## config.mk

```make
export PLATFORM = sky130hd
export DESIGN_NAME = pipe_hazard_ctrl_flat
export DESIGN_NICKNAME = d
export VERILOG_FILES = /design/src/rtl/pipe_hazard_ctrl_if.sv /design/src/rtl/pipe_hazard_ctrl.sv /design/src/flat_wrapper.sv
export SDC_FILE = /design/constraint.sdc
export NUM_CORES = 1
export LEC_CHECK = 0
export CORE_ASPECT_RATIO = 1.1
export CORE_MARGIN = 4
export CORE_UTILIZATION = 35
export CTS_BUF_LIST = sky130_fd_sc_hd__clkbuf_8
export DETAILED_ROUTE_END_ITERATION = 8
export PLACE_DENSITY = 0.72
export SYNTH_ARGS = -nofsm -noshare
export SYNTH_HDL_FRONTEND = slang
export SYNTH_SLANG_ARGS = --single-unit
```

## constraint.sdc

```tcl
create_clock -name Clk -period 2.7 [get_ports Clk]
set_input_delay 0.54 -clock Clk [delete_from_list [all_inputs] [get_ports Clk]]
set_output_delay 0.54 -clock Clk [all_outputs]
set_load 0.01 [all_outputs]
```

## src/rtl/pipe_hazard_ctrl_if.sv

```systemverilog
// rtl/pipe_hazard_ctrl_if.sv - hazard controller pipeline-side signal bundle
interface pipe_hazard_ctrl_if;
    logic [4:0]  IFID_Rs;
    logic [4:0]  IFID_Rt;
    logic        IFID_UsesRt;
    logic        IDEX_MemRead;
    logic [4:0]  IDEX_Rt;
    logic        BranchTaken;
    logic        LongOpStart;
    logic        ClearStats;
    logic        PCWrite;
    logic        IFIDWrite;
    logic        IFIDFlush;
    logic        IDEXBubble;
    logic        State;
    logic [15:0] StallCount;

    // Pipeline side: presents hazard information, consumes control enables
    modport master (
        output IFID_Rs, IFID_Rt, IFID_UsesRt, IDEX_MemRead, IDEX_Rt,
               BranchTaken, LongOpStart, ClearStats,
        input  PCWrite, IFIDWrite, IFIDFlush, IDEXBubble, State, StallCount
    );

    // Controller side
    modport slave (
        input  IFID_Rs, IFID_Rt, IFID_UsesRt, IDEX_MemRead, IDEX_Rt,
               BranchTaken, LongOpStart, ClearStats,
        output PCWrite, IFIDWrite, IFIDFlush, IDEXBubble, State, StallCount
    );
endinterface

```

## src/rtl/pipe_hazard_ctrl.sv

```systemverilog
// rtl/pipe_hazard_ctrl.sv - load-use / branch / long-op pipeline hazard controller
module pipe_hazard_ctrl #(
    parameter int LONG_LAT = 3
) (
    input  logic               Clk,
    input  logic               Reset,
    pipe_hazard_ctrl_if.slave  hz
);

    typedef enum logic {
        RUN  = 1'b0,
        LONG = 1'b1
    } state_t;

    localparam logic [3:0] CNT_LOAD = 4'(LONG_LAT - 1);

    state_t      state_q;
    logic [3:0]  cnt_q;
    logic [15:0] stall_q;

    logic lu;
    logic start_long;
    logic pc_write;
    logic ifid_write;
    logic ifid_flush;
    logic idex_bubble;

    // Load-use: a load in ID/EX targets a register the IF/ID instruction reads; r0 never hazards
    assign lu = hz.IDEX_MemRead & (hz.IDEX_Rt != 5'd0) &
                ((hz.IDEX_Rt == hz.IFID_Rs) |
                 (hz.IFID_UsesRt & (hz.IDEX_Rt == hz.IFID_Rt)));

    assign start_long = (state_q == RUN) & ~lu & ~hz.BranchTaken & hz.LongOpStart;

    // Same-cycle control enables; priority LU > branch > long-op start > free-run
    always_comb begin
        pc_write    = 1'b0;
        ifid_write  = 1'b0;
        ifid_flush  = 1'b0;
        idex_bubble = 1'b0;
        if (!Reset) begin
            if (state_q == LONG) begin
                idex_bubble = 1'b1;
            end else if (lu) begin
                idex_bubble = 1'b1;
            end else if (hz.BranchTaken) begin
                pc_write   = 1'b1;
                ifid_write = 1'b1;
                ifid_flush = 1'b1;
            end else if (hz.LongOpStart) begin
                // long op moves into ID/EX while fetch is frozen
                pc_write   = 1'b0;
            end else begin
                pc_write   = 1'b1;
                ifid_write = 1'b1;
            end
        end
    end

    // Mode tracking: RUN, or LONG counting down the remaining execute cycles
    always_ff @(posedge Clk or posedge Reset) begin
        if (Reset) begin
            state_q <= RUN;
            cnt_q   <= 4'd0;
        end else begin
            case (state_q)
                RUN: begin
                    if (start_long) begin
                        state_q <= LONG;
                        cnt_q   <= CNT_LOAD;
                    end
                end
                LONG: begin
                    if (cnt_q <= 4'd1) begin
                        state_q <= RUN;
                        cnt_q   <= 4'd0;
                    end else begin
                        cnt_q   <= cnt_q - 4'd1;
                    end
                end
                default: begin
                    state_q <= RUN;
                    cnt_q   <= 4'd0;
                end
            endcase
        end
    end

    // Saturating count of frozen-PC cycles; clear wins over a same-edge increment
    always_ff @(posedge Clk or posedge Reset) begin
        if (Reset) begin
            stall_q <= 16'd0;
        end else if (hz.ClearStats) begin
            stall_q <= 16'd0;
        end else if (!pc_write && (stall_q != 16'hFFFF)) begin
            stall_q <= stall_q + 16'd1;
        end
    end

    assign hz.PCWrite    = pc_write;
    assign hz.IFIDWrite  = ifid_write;
    assign hz.IFIDFlush  = ifid_flush;
    assign hz.IDEXBubble = idex_bubble;
    assign hz.State      = state_q;
    assign hz.StallCount = stall_q;

endmodule

```

## src/flat_wrapper.sv

```systemverilog
// flat-port wrapper written by rule: the top's interface ports become plain ports
module pipe_hazard_ctrl_flat 
#(
    parameter int LONG_LAT = 3
)
  (Clk, Reset, hz_IFID_Rs, hz_IFID_Rt, hz_IFID_UsesRt, hz_IDEX_MemRead, hz_IDEX_Rt, hz_BranchTaken, hz_LongOpStart, hz_ClearStats, hz_PCWrite, hz_IFIDWrite, hz_IFIDFlush, hz_IDEXBubble, hz_State, hz_StallCount);
  pipe_hazard_ctrl_if hz_i ();
  input  logic Clk;
  input  logic Reset;
  input wire logic [$bits(hz_i.IFID_Rs)-1:0] hz_IFID_Rs;
  input wire logic [$bits(hz_i.IFID_Rt)-1:0] hz_IFID_Rt;
  input wire logic [$bits(hz_i.IFID_UsesRt)-1:0] hz_IFID_UsesRt;
  input wire logic [$bits(hz_i.IDEX_MemRead)-1:0] hz_IDEX_MemRead;
  input wire logic [$bits(hz_i.IDEX_Rt)-1:0] hz_IDEX_Rt;
  input wire logic [$bits(hz_i.BranchTaken)-1:0] hz_BranchTaken;
  input wire logic [$bits(hz_i.LongOpStart)-1:0] hz_LongOpStart;
  input wire logic [$bits(hz_i.ClearStats)-1:0] hz_ClearStats;
  output wire logic [$bits(hz_i.PCWrite)-1:0] hz_PCWrite;
  output wire logic [$bits(hz_i.IFIDWrite)-1:0] hz_IFIDWrite;
  output wire logic [$bits(hz_i.IFIDFlush)-1:0] hz_IFIDFlush;
  output wire logic [$bits(hz_i.IDEXBubble)-1:0] hz_IDEXBubble;
  output wire logic [$bits(hz_i.State)-1:0] hz_State;
  output wire logic [$bits(hz_i.StallCount)-1:0] hz_StallCount;
  assign hz_i.IFID_Rs = hz_IFID_Rs;
  assign hz_i.IFID_Rt = hz_IFID_Rt;
  assign hz_i.IFID_UsesRt = hz_IFID_UsesRt;
  assign hz_i.IDEX_MemRead = hz_IDEX_MemRead;
  assign hz_i.IDEX_Rt = hz_IDEX_Rt;
  assign hz_i.BranchTaken = hz_BranchTaken;
  assign hz_i.LongOpStart = hz_LongOpStart;
  assign hz_i.ClearStats = hz_ClearStats;
  assign hz_PCWrite = hz_i.PCWrite;
  assign hz_IFIDWrite = hz_i.IFIDWrite;
  assign hz_IFIDFlush = hz_i.IFIDFlush;
  assign hz_IDEXBubble = hz_i.IDEXBubble;
  assign hz_State = hz_i.State;
  assign hz_StallCount = hz_i.StallCount;
  pipe_hazard_ctrl #(.LONG_LAT(LONG_LAT)) u_core (.Clk(Clk), .Reset(Reset), .hz(hz_i));
endmodule
```

==> run_results.csv <==
group,metric,value,unit
worst_setup_path,crit_slowest_cell,"or4_4",
die,core_area,3680,um2
detailed_routing,drtPass1Iterations,4,
cells_and_area,drive_gt1_frac,0.149,
global_route,first_global_vias,1142,
die,pin_count,43,
clock_network,cts_made_buffers,3,
synthesis,syn_nets,173,
sta,drv_slew,0,
worst_setup_path,crit_type,"in -> out",
synthesis,avgSynthCellArea,9.08,um2
placement,dp_slack,-0.590,ns
sta,min_period_over_period,0.973,
detailed_routing,route.detailed.drc,0,
sta,worst_slew_pin_slew,0.607,ns
clock_network,clockBufferDepth,2,
clock_network,path_clk_slew,0.07,ns
sta,fmax,381,MHz
die,die_w,67.1,um
sta,rsz0062_at_grt,"no",
die,die_h,73.0,um
synthesis,ys_warn_count,0,
clock_network,cts_root_buf,"clkbuf_8",
worst_setup_path,cp-start-kind,"primary input",
detailed_routing,via_count,1256,
worst_setup_path,crit_path_max_incr_delay,0.52,ns
synthesis,ys_ff_latch,21,
synthesis,ys_async_sr_fraction,1.00,
clock_network,htree_levels,1,
detailed_routing,vias_per_cell,5.00,
pwr,p_total,1.04,mW
outcome,outcome,"completed",
cells_and_area,nets,227,
global_route,grt_pass1_wl,5070,um
sta,skew,0.00862,ns
synthesis,synth_cell_types,40,
sta,relSlewSlack,0.594,
hold_path,holdPathStages,2,
cells_and_area,diodes,0,
pwr,internal_power,0.673,mW
placement,portBuffers,42,
pwr,p_clk_frac,0.202,
detailed_routing,drt_iter0_drc,35,
synthesis,yosys-top-cells-area,"dfrtp_1 (39%), xnor2_1 (6.5%), a21oi_1 (5.2%)",
worst_setup_path,cp_cell_sequence,"dlygate4sd2_1 -> or4_4 -> o21ai_4 -> nor2b_4 -> or2_4 -> nor3b_2 -> buf_2",
die,fp-row-count,23,
worst_setup_path,r2r_setup_slack,0.53,ns
cells_and_area,syn2layout_area_growth,44.6,%
pwr,peakVddDrop,0.000212,V
cells_and_area,final_cells,251,
detailed_routing,routed_wl,3150,um
clock_network,postCtsHoldBufs,0,
pwr,combPwrFrac,0.391,
pwr,p_leak,0.778,nW
global_route,grt-ovfl-total,0,
synthesis,syn_area,1340,um2
pwr,p_switching,0.367,mW
synthesis,synth_area_leader_cell,"dfrtp_1",
hold_path,holdPathEnd,"u_core.hz.StallCount[13]$_DFFE_PP0P_",
job,drv_cap,0,
worst_setup_path,r2r.worst_path.cells,8,
global_route,grt_max_degree,31,
placement,routabilityCongestion,0.753,
global_route,grtUsageTotal,0.134,
worst_setup_path,arrival,2.09,ns
die,design.die.area,4900,um2
global_route,antenna_found_initial,0,
synthesis,synth_top_area_share,0.391,
detailed_routing,wl_per_cell,12.6,um
sta,setup_violations,0,
worst_setup_path,reg2reg_from,"u_core.hz.StallCount[0]$_DFFE_PP0P_",
sta,period_minus_slack,2.63,ns
detailed_routing,postRouteAntennaNets,0,
pwr,seq_power_share,0.407,
worst_setup_path,endpoint_kind,"output pin",
sta,layout_setup_ws,0.0735,ns
worst_setup_path,cp_max_fo,3,
synthesis,syn_inst,148,
worst_setup_path,required,2.16,ns
placement,placed_cells,246,
hold_path,hold_class,"reg -> reg",
synthesis,yosys_most_used_dff,"dfrtp_1",
clock_network,cts_sinks,21,
die,initial_utilization,0.365,
hold_path,hp-start,"u_core.hz.StallCount[13]$_DFFE_PP0P_",
sta,finalHoldViolCount,0,
synthesis,seq_area_frac_synth,0.391,
clock_network,cts_tree,"done",
pwr,p_sw_frac,0.353,
worst_setup_path,r2r_end,"u_core.hz.StallCount[11]$_DFFE_PP0P_",
cells_and_area,nFillCells,368,
pwr,p_per_area,535,nW/um2
placement,place_hpwl,2330,um
worst_setup_path,cp_top_family,"simple AND/OR/NAND/NOR gates",
worst_setup_path,path_buf_inv,2,
synthesis,synth_edf_count,0,
clock_network,clock_latency,0.26,ns
## routing by layer
metal,global-route usage,share of wire,vias to the layer above
li1,-,-,644
met1,0.156,0.43,579
met2,0.224,0.49,31
met3,0.0416,0.067,2
met4,0.0586,0.012,0
met5,0,0,-
## through the flow
stage          utilization  setup TNS, ns  instance area [um2]  hold slack (ns)
2_1_floorplan            -              0                 1340            0.522
3_3_place_gp         0.510          -1.76                 1880            0.560
3_5_place_dp         0.510          -1.88                 1880            0.567
4_1_cts              0.526              0                 1940            0.578
5_1_grt              0.528              0                 1940            0.601
6_report             0.528              0                 1940            0.577
## registers in the layout (all words and copies together), names as in the netlist
name	cells
u_core.cnt_q	4
u_core.hz.StallCount	16
u_core.hz.State	1
## worst min-delay path, stage by stage (launching register included)
cell     delay (ns)
dfrtp_1        0.41
o41ai_1        0.07
a21oi_1        0.06
## kinds of logic after synthesis
family | Yosys count | synth area share
simple gates | 56 | 0.242
xor+xnor | 11 | 0.0717
mux | 2 | 0.0149
buf+inv | 14 | 0.0642
flops | 21 | 0.391
fa+ha+maj | 3 | 0.0279
compound gates | 41 | 0.188
## synth_stat cells, types with 2 or more instances
library cell  instances
o31ai_1               4
ha_1                  3
o21ai_2               2
buf_6                 2
and2_1                2
or3_1                11
nand4_1               2
o21ai_0               5
inv_1                 7
a21oi_1              14
nand2_1               8
nor2b_1               2
nor2_1                6
and3_1                3
dfrtp_1              21
nand3_1               9
xnor2_1              10
or4_1                 4
mux2i_1               2
buf_4                 2
nor3_1                2
a31oi_1               2
o21ai_1               8
## area by class of cell
| class | instances | area [um2] | area share |
|---|---|---|---|
| clock buffer | 3 | 41.3 | 0.0212 |
| clock inverter | 1 | 7.51 | 0.00386 |
| inverter | 7 | 26.3 | 0.0135 |
| multi-input combinational | 113 | 758 | 0.390 |
| sequential | 21 | 526 | 0.270 |
| tap | 50 | 62.6 | 0.0322 |
| timing repair buffer | 56 | 522 | 0.269 |
## power groups by stage
stage / registers, mW / clock network [mW] / logic (mW)
2_1_floorplan: 0.414 / 0 / 0.276
3_3_place_gp: 0.425 / 0 / 0.405
3_5_place_dp: 0.427 / 0 / 0.410
4_1_cts: 0.423 / 0.217 / 0.403
5_1_grt: 0.434 / 0.232 / 0.453
6_report: 0.423 / 0.210 / 0.407
## timing repair
item,CTS,global route
pin swaps,4,3
setup endpoints to repair,4,4
setup buffers,1,0
gates resized for setup,21,2
## layout by cell type (no fill, tap or decap), types with 2 or more instances in the layout
master,n
dfrtp_1,21
o31ai_1,4
nand2_1,8
and2_1,2
clkbuf_8,3
ha_1,3
dlygate4sd2_1,5
clkdlybuf4s15_1,2
nor3_1,2
inv_1,7
nand3_1,9
a31oi_1,2
o21ai_0,5
buf_2,2
or4_1,3
and3_1,3
buf_4,13
a21oi_1,14
o21ai_1,8
clkdlybuf4s50_1,33
mux2i_1,2
nor2_1,6
nand4_1,2
xnor2_1,10
or3_1,11
## worst max-delay path by stage
| stage | end | startpoint | cells past startpoint |
|---|---|---|---|
| final | hz_IFIDFlush | hz_IDEX_Rt[3] | 7 |
| after global placement | hz_IFIDFlush | hz_IDEX_Rt[0] | 7 |
| after detailed placement | hz_IFIDFlush | hz_IDEX_Rt[0] | 7 |
| after floorplan | hz_IFIDFlush | hz_IDEX_Rt[0] | 5 |
| after CTS | hz_IFIDFlush | hz_IDEX_Rt[3] | 7 |
| after global routing | hz_PCWrite | hz_IFID_Rs[1] | 8 |
No activity file was read; power rests on OpenSTA's default activity.
